### src/rtl/mips_pipeline_param.sv
// 5-stage MIPS subset pipeline (add/sub/addi/lw/sw/beq/j). Unsupported encodings retire as NOPs.
// Define MIPS_FORWARDING_EN to forward EX/MEM and MEM/WB results into EX; otherwise RAW hazards stall in ID.
module mips_pipeline_param #(
    parameter int DATA_W = 32,
    parameter int ADDR_W = 10,
    parameter int NREGS  = 32
) (
    input  logic              clk,
    input  logic              rst,
    output logic [ADDR_W-1:0] imem_addr,
    input  logic [31:0]       imem_rdata,
    output logic [ADDR_W-1:0] dmem_addr,
    output logic [DATA_W-1:0] dmem_wdata,
    output logic              dmem_we,
    input  logic [DATA_W-1:0] dmem_rdata,
    output logic              wb_valid,
    output logic [4:0]        wb_reg,
    output logic [DATA_W-1:0] wb_data,
    output logic              stall
);
    localparam int         RW    = $clog2(NREGS);
    localparam logic [4:0] RMASK = 5'(NREGS - 1);

    logic [ADDR_W-1:0] pc;
    logic [31:0]       id_instr;
    logic [ADDR_W-1:0] id_pc;

    logic              ex_we, ex_lw, ex_sw, ex_beq, ex_sub, ex_imm_sel;
    logic [4:0]        ex_dest;
    logic [DATA_W-1:0] ex_a, ex_b, ex_imm;
    logic [ADDR_W-1:0] ex_pc;

    logic              mem_we, mem_lw, mem_sw;
    logic [4:0]        mem_dest;
    logic [DATA_W-1:0] mem_alu, mem_store;

    logic              wb_we;
    logic [4:0]        wb_dest;
    logic [DATA_W-1:0] wb_val;

    logic [DATA_W-1:0] rf [NREGS];

    logic [5:0]        op, funct;
    logic [4:0]        rs, rt, rd, d_dest;
    logic              d_add, d_sub, d_addi, d_lw, d_sw, d_beq, d_j;
    logic              use_rs, use_rt, d_we, hazard, taken, bubble;
    logic [DATA_W-1:0] rs_val, rt_val, d_imm;
    logic [DATA_W-1:0] op_a, op_b, ex_res, mem_res;
    logic [ADDR_W-1:0] beq_target;

    always_comb begin
        op     = id_instr[31:26];
        funct  = id_instr[5:0];
        rs     = id_instr[25:21] & RMASK;
        rt     = id_instr[20:16] & RMASK;
        rd     = id_instr[15:11] & RMASK;
        d_add  = (op == 6'h00) && (funct == 6'h20);
        d_sub  = (op == 6'h00) && (funct == 6'h22);
        d_addi = (op == 6'h08);
        d_lw   = (op == 6'h23);
        d_sw   = (op == 6'h2B);
        d_beq  = (op == 6'h04);
        d_j    = (op == 6'h02);
        d_dest = (d_add || d_sub) ? rd : rt;
        d_we   = (d_add || d_sub || d_addi || d_lw) && (d_dest != 5'd0);
        use_rs = (d_add || d_sub || d_addi || d_lw || d_sw || d_beq) && (rs != 5'd0);
        use_rt = (d_add || d_sub || d_sw || d_beq) && (rt != 5'd0);
        d_imm  = DATA_W'($signed(id_instr[15:0]));
        // Write-first read: the value retiring this cycle wins over the stale array entry.
        rs_val = (wb_we && wb_dest == rs) ? wb_val : rf[rs[RW-1:0]];
        rt_val = (wb_we && wb_dest == rt) ? wb_val : rf[rt[RW-1:0]];
    end

    assign mem_res = mem_lw ? dmem_rdata : mem_alu;

`ifdef MIPS_FORWARDING_EN
    logic [4:0] ex_rs, ex_rt;

    always_ff @(posedge clk) begin
        if (!rst) begin
            ex_rs <= '0;
            ex_rt <= '0;
        end else begin
            ex_rs <= rs;
            ex_rt <= rt;
        end
    end

    always_comb begin
        op_a = ex_a;
        if (mem_we && mem_dest == ex_rs)     op_a = mem_res;
        else if (wb_we && wb_dest == ex_rs)  op_a = wb_val;
        op_b = ex_b;
        if (mem_we && mem_dest == ex_rt)     op_b = mem_res;
        else if (wb_we && wb_dest == ex_rt)  op_b = wb_val;
        hazard = ex_lw && ex_we &&
                 ((use_rs && rs == ex_dest) || (use_rt && rt == ex_dest));
    end
`else
    always_comb begin
        op_a   = ex_a;
        op_b   = ex_b;
        hazard = (ex_we  && ((use_rs && rs == ex_dest)  || (use_rt && rt == ex_dest))) ||
                 (mem_we && ((use_rs && rs == mem_dest) || (use_rt && rt == mem_dest)));
    end
`endif

    always_comb begin
        ex_res     = ex_sub ? (op_a - op_b) : (ex_imm_sel ? (op_a + ex_imm) : (op_a + op_b));
        taken      = ex_beq && (op_a == op_b);
        beq_target = ex_pc + ADDR_W'(1) + ex_imm[ADDR_W-1:0];
        bubble     = taken || hazard;
    end

    always_ff @(posedge clk) begin
        if (!rst) begin
            pc         <= '0;
            id_instr   <= '0;
            id_pc      <= '0;
            ex_we      <= 1'b0;
            ex_lw      <= 1'b0;
            ex_sw      <= 1'b0;
            ex_beq     <= 1'b0;
            ex_sub     <= 1'b0;
            ex_imm_sel <= 1'b0;
            ex_dest    <= '0;
            ex_a       <= '0;
            ex_b       <= '0;
            ex_imm     <= '0;
            ex_pc      <= '0;
            mem_we     <= 1'b0;
            mem_lw     <= 1'b0;
            mem_sw     <= 1'b0;
            mem_dest   <= '0;
            mem_alu    <= '0;
            mem_store  <= '0;
            wb_we      <= 1'b0;
            wb_dest    <= '0;
            wb_val     <= '0;
        end else begin
            ex_we      <= d_we && !bubble;
            ex_lw      <= d_lw && !bubble;
            ex_sw      <= d_sw && !bubble;
            ex_beq     <= d_beq && !bubble;
            ex_sub     <= d_sub;
            ex_imm_sel <= d_addi || d_lw || d_sw;
            ex_dest    <= d_dest;
            ex_a       <= rs_val;
            ex_b       <= rt_val;
            ex_imm     <= d_imm;
            ex_pc      <= id_pc;

            mem_we     <= ex_we;
            mem_lw     <= ex_lw;
            mem_sw     <= ex_sw;
            mem_dest   <= ex_dest;
            mem_alu    <= ex_res;
            mem_store  <= op_b;

            wb_we      <= mem_we;
            wb_dest    <= mem_dest;
            wb_val     <= mem_res;

            // A taken beq in EX overrides both a stall and a j sitting in ID.
            if (taken) begin
                pc       <= beq_target;
                id_instr <= '0;
            end else if (!hazard) begin
                if (d_j) begin
                    pc       <= id_instr[ADDR_W-1:0];
                    id_instr <= '0;
                end else begin
                    pc       <= pc + ADDR_W'(1);
                    id_instr <= imem_rdata;
                    id_pc    <= pc;
                end
            end
        end
    end

    always_ff @(posedge clk) begin
        if (!rst) begin
            for (int i = 0; i < NREGS; i++) rf[i] <= '0;
        end else if (wb_we) begin
            rf[wb_dest[RW-1:0]] <= wb_val;
        end
    end

    assign imem_addr  = pc;
    assign dmem_addr  = mem_alu[ADDR_W-1:0];
    assign dmem_wdata = mem_store;
    assign dmem_we    = mem_sw && rst;
    assign wb_valid   = wb_we;
    assign wb_reg     = wb_dest;
    assign wb_data    = wb_val;
    assign stall      = hazard && !taken;
endmodule

### config.mk
export PLATFORM = sky130hd
export DESIGN_NAME = mips_pipeline_param
export DESIGN_NICKNAME = d
export VERILOG_FILES = /design/src/rtl/mips_pipeline_param.sv
export SDC_FILE = /design/constraint.sdc
export NUM_CORES = 2
export LEC_CHECK = 0
export CORE_ASPECT_RATIO = 2
export CORE_MARGIN = 10
export CORE_UTILIZATION = 60
export CTS_CLUSTER_DIAMETER = 150
export DETAILED_ROUTE_END_ITERATION = 10
export GPL_TIMING_DRIVEN = 0
export PLACE_DENSITY_LB_ADDON = 0.1
export SLEW_MARGIN = 25
export SYNTH_ARGS = -nofsm -noshare
export SYNTH_HDL_FRONTEND = slang
export SYNTH_SLANG_ARGS = --single-unit
### constraint.sdc
create_clock -name clk -period 12.7 [get_ports clk]
set_clock_uncertainty 0.15 [all_clocks]
set_input_delay 2.54 -clock clk [delete_from_list [all_inputs] [get_ports clk]]
set_output_delay 2.54 -clock clk [all_outputs]
set_load 0.02 [all_outputs]
==> results_dict.tcl <==
set metrics [dict create \
    num_io_pins 158 \
    synth_top_area_cell "edfxtp_1" \
    grt_pass1_vias 49700 \
    fmax_mhz 127 \
    fin_setup_tns_ns 0 \
    largest_register "rf" \
    hold_ws_ns 0.293 \
    synth_top_area_share_pct 45.6 \
    synth_area_per_cell_sq_um 14.3 \
    p_comb_share_pct 16.2 \
    final_antenna_net_count 0 \
    portBuffers 157 \
    largest_reg_flops 1024 \
    path_class "input port to primary output" \
    viasPerCell 7.20 \
    wl_per_cell_microns 41.1 \
    clkLatencyLatePin_ns 0.80 \
    initialDrtViolationCount 7352 \
    seq_area_frac_synth_pct 53.4 \
    rows 173 \
    yosys-top-cells-count "1113 x and2_1, 1024 x edfxtp_1, 640 x mux4_2" \
    swShare_pct 27.4 \
    path_max_fanout 10 \
    synth_edf_count 1024 \
    drive_above_1_share_pct 21.6 \
    cts-htree-levels 3 \
    fin_area_sq_um 77600 \
    seq_power_share_pct 46.7 \
    ir_drop_uv 144 \
    wl_microns 275000 \
    async_flop_share_pct 0 \
    grt_overflow 0 \
    cts_tree "yes" \
    layout.filler_cells 7657 \
    syn2layout_area_growth_pct 15.1 \
    root_buffer "clkbuf_16" \
    place_area_sq_um 73400 \
    grt_pass1_wl_microns 375000 \
    synth_ff_type "edfxtp_1" \
    rsz0062_at_grt "no" \
    post_cts_buffers 0 \
    slew_headroom_pct 17.0 \
    numClockSinks 1287 \
    postCtsHoldBufs 0 \
    die_h_microns 494 \
    initial_core_util_pct 60.5 \
    period_minus_slack_ns 7.89 \
    gp_routability_congestion 1.02 \
    p_leak_nw 28.6 \
    antenna_found_initial 23 \
    grt_start_max_net_pins 17 \
    tightest_slew_ns 1.24 \
    hp-class "flip-flop to flip-flop" \
    path_clk_slew_ns 0.07 \
    power_density_nw_per_um2 134 \
    status "complete, no violations" \
    syn_inst 4721 \
    clockPowerShare_pct 37.1 \
    detailroute.via_count 48200 \
    cp.arrival_ns 5.20 \
    place_inst 6446 \
    syn-cell-area_sq_um 67400 \
    yosysMostFrequentCell "and2_1" \
    setup.worst_path.end_class "primary output" \
    cp-start-kind "input port" \
    setup_violations 0 \
    synthDistinctLibCells 77 \
    max_cap_viol_count 0 \
    synth_area_leaders "edfxtp_1 46%, mux4_2 21%, and2_1 10%" \
    p_sw_w 0.00284 \
    dr.pass1.iters 8 \
    dp_hpwl_microns 201000 \
    numCtsBuffers 114 \
    core_area_sq_um 111000 \
    dieArea_sq_um 127000 \
    fin_nets 5217 \
    fin_cells 6693 \
    cts_resized 0 \
    cp.required_ns 10.01 \
    cts_max_path_buffers 3 \
    hold_viol 0 \
    grt_usage_pct 43.5 \
    fin_crit_sh_pct 62.1 \
    slew_violations 0 \
    power.internal_w 0.00754 \
    ys_warn_count 0 \
    ys_seq_elements 1287 \
    die_width_microns 257 \
    syn_nets 4862 \
    drc_errors 0 \
]
worst paths after layout:
path,start,end,slack [ns],depth (start not counted)
worst max-delay path,rst,dmem_we,4.81,5
worst min-delay path,ex_sw$_SDFF_PN0_,mem_sw$_SDFF_PN0_,0.29,1
worst max register to register,ex_imm_sel$_SDFF_PN0_,mem_alu[31]$_SDFF_PN0_,7.18,13
worst min register to register,ex_sw$_SDFF_PN0_,mem_sw$_SDFF_PN0_,0.29,1
metal layers:
layer	track usage, %	share of wire, %
met1	42.0	27
met2	71.1	48
met3	14.4	12
met4	43.8	13
met5	0	0.056
worst max-delay path, stage by stage:
cell and delay, ns:
clkdlybuf4s50_1 0.69, clkbuf_1 0.52, clkbuf_2 0.58, and2_1 0.22, clkdlybuf4s50_1 0.63
metrics by stage:
step / util [%] / worst slack, ns / total power (W)
2_1_floorplan: - / 6.54 / 0.00583
3_3_place_gp: 63.6 / 0.811 / 0.00647
3_5_place_dp: 65.9 / 4.84 / 0.00654
4_1_cts: 69.5 / 4.83 / 0.0103
5_1_grt: 69.6 / 4.79 / 0.0105
6_report: 69.6 / 4.81 / 0.0104
power by group through the flow:
stage	combinational (W)	clock, W	sequential [W]
floorplan	0.000931	0	0.00490
global placement	0.00151	0	0.00495
detailed placement	0.00161	0	0.00493
CTS	0.00162	0.00381	0.00484
global route	0.00172	0.00397	0.00486
finish	0.00169	0.00385	0.00485
placed cells by master (no fill, tap or decap), types with 40 or more instances in the layout:
master           count
inv_1               60
nor2b_1             61
a21o_1              40
nand3_1             54
mux4_2             640
clkbuf_2            68
xnor2_1             47
clkbuf_16          121
ha_1                72
mux2i_1            120
and2_1            1113
buf_2               77
clkbuf_1           298
clkdlybuf4s50_1    157
o211a_1             68
dfxtp_1            263
edfxtp_1          1024
a21oi_1             96
o21ai_0             80
nand2_1            178
nor2_1              76
buf_16              73
kinds of logic (layout without fill, tap and decap cells):
| logic type | count (synthesis) | after routing | synth area share, % |
|---|---|---|---|
| AND/OR/NAND/NOR | 1579 | 1579 | 13.7 |
| flip-flops | 1287 | 1287 | 53.4 |
| multiplexers | 761 | 761 | 23.2 |
| buffers and inverters | 512 | 966 | 3.02 |
| AO/OA/AOI/OAI | 421 | 421 | 4.20 |
| XOR/XNOR | 86 | 86 | 1.12 |
| adder cells (fa/ha/maj) | 75 | 75 | 1.42 |
| other | 0 | 31 | 0 |
layout make-up:
type	instances	area, sq um	share of cell area (%)
flip-flops and latches	1287	36000	46.4
repair buffers	239	3710	4.78
well taps	1487	1860	2.40
clock inverters	83	967	1.25
diodes	31	77.6	0.0999
plain buffers	452	1920	2.47
multi-input cells	2922	29800	38.3
inverters	60	225	0.290
clock buffers	132	3090	3.98
Note: power is estimated with default switching activity, not from simulation.
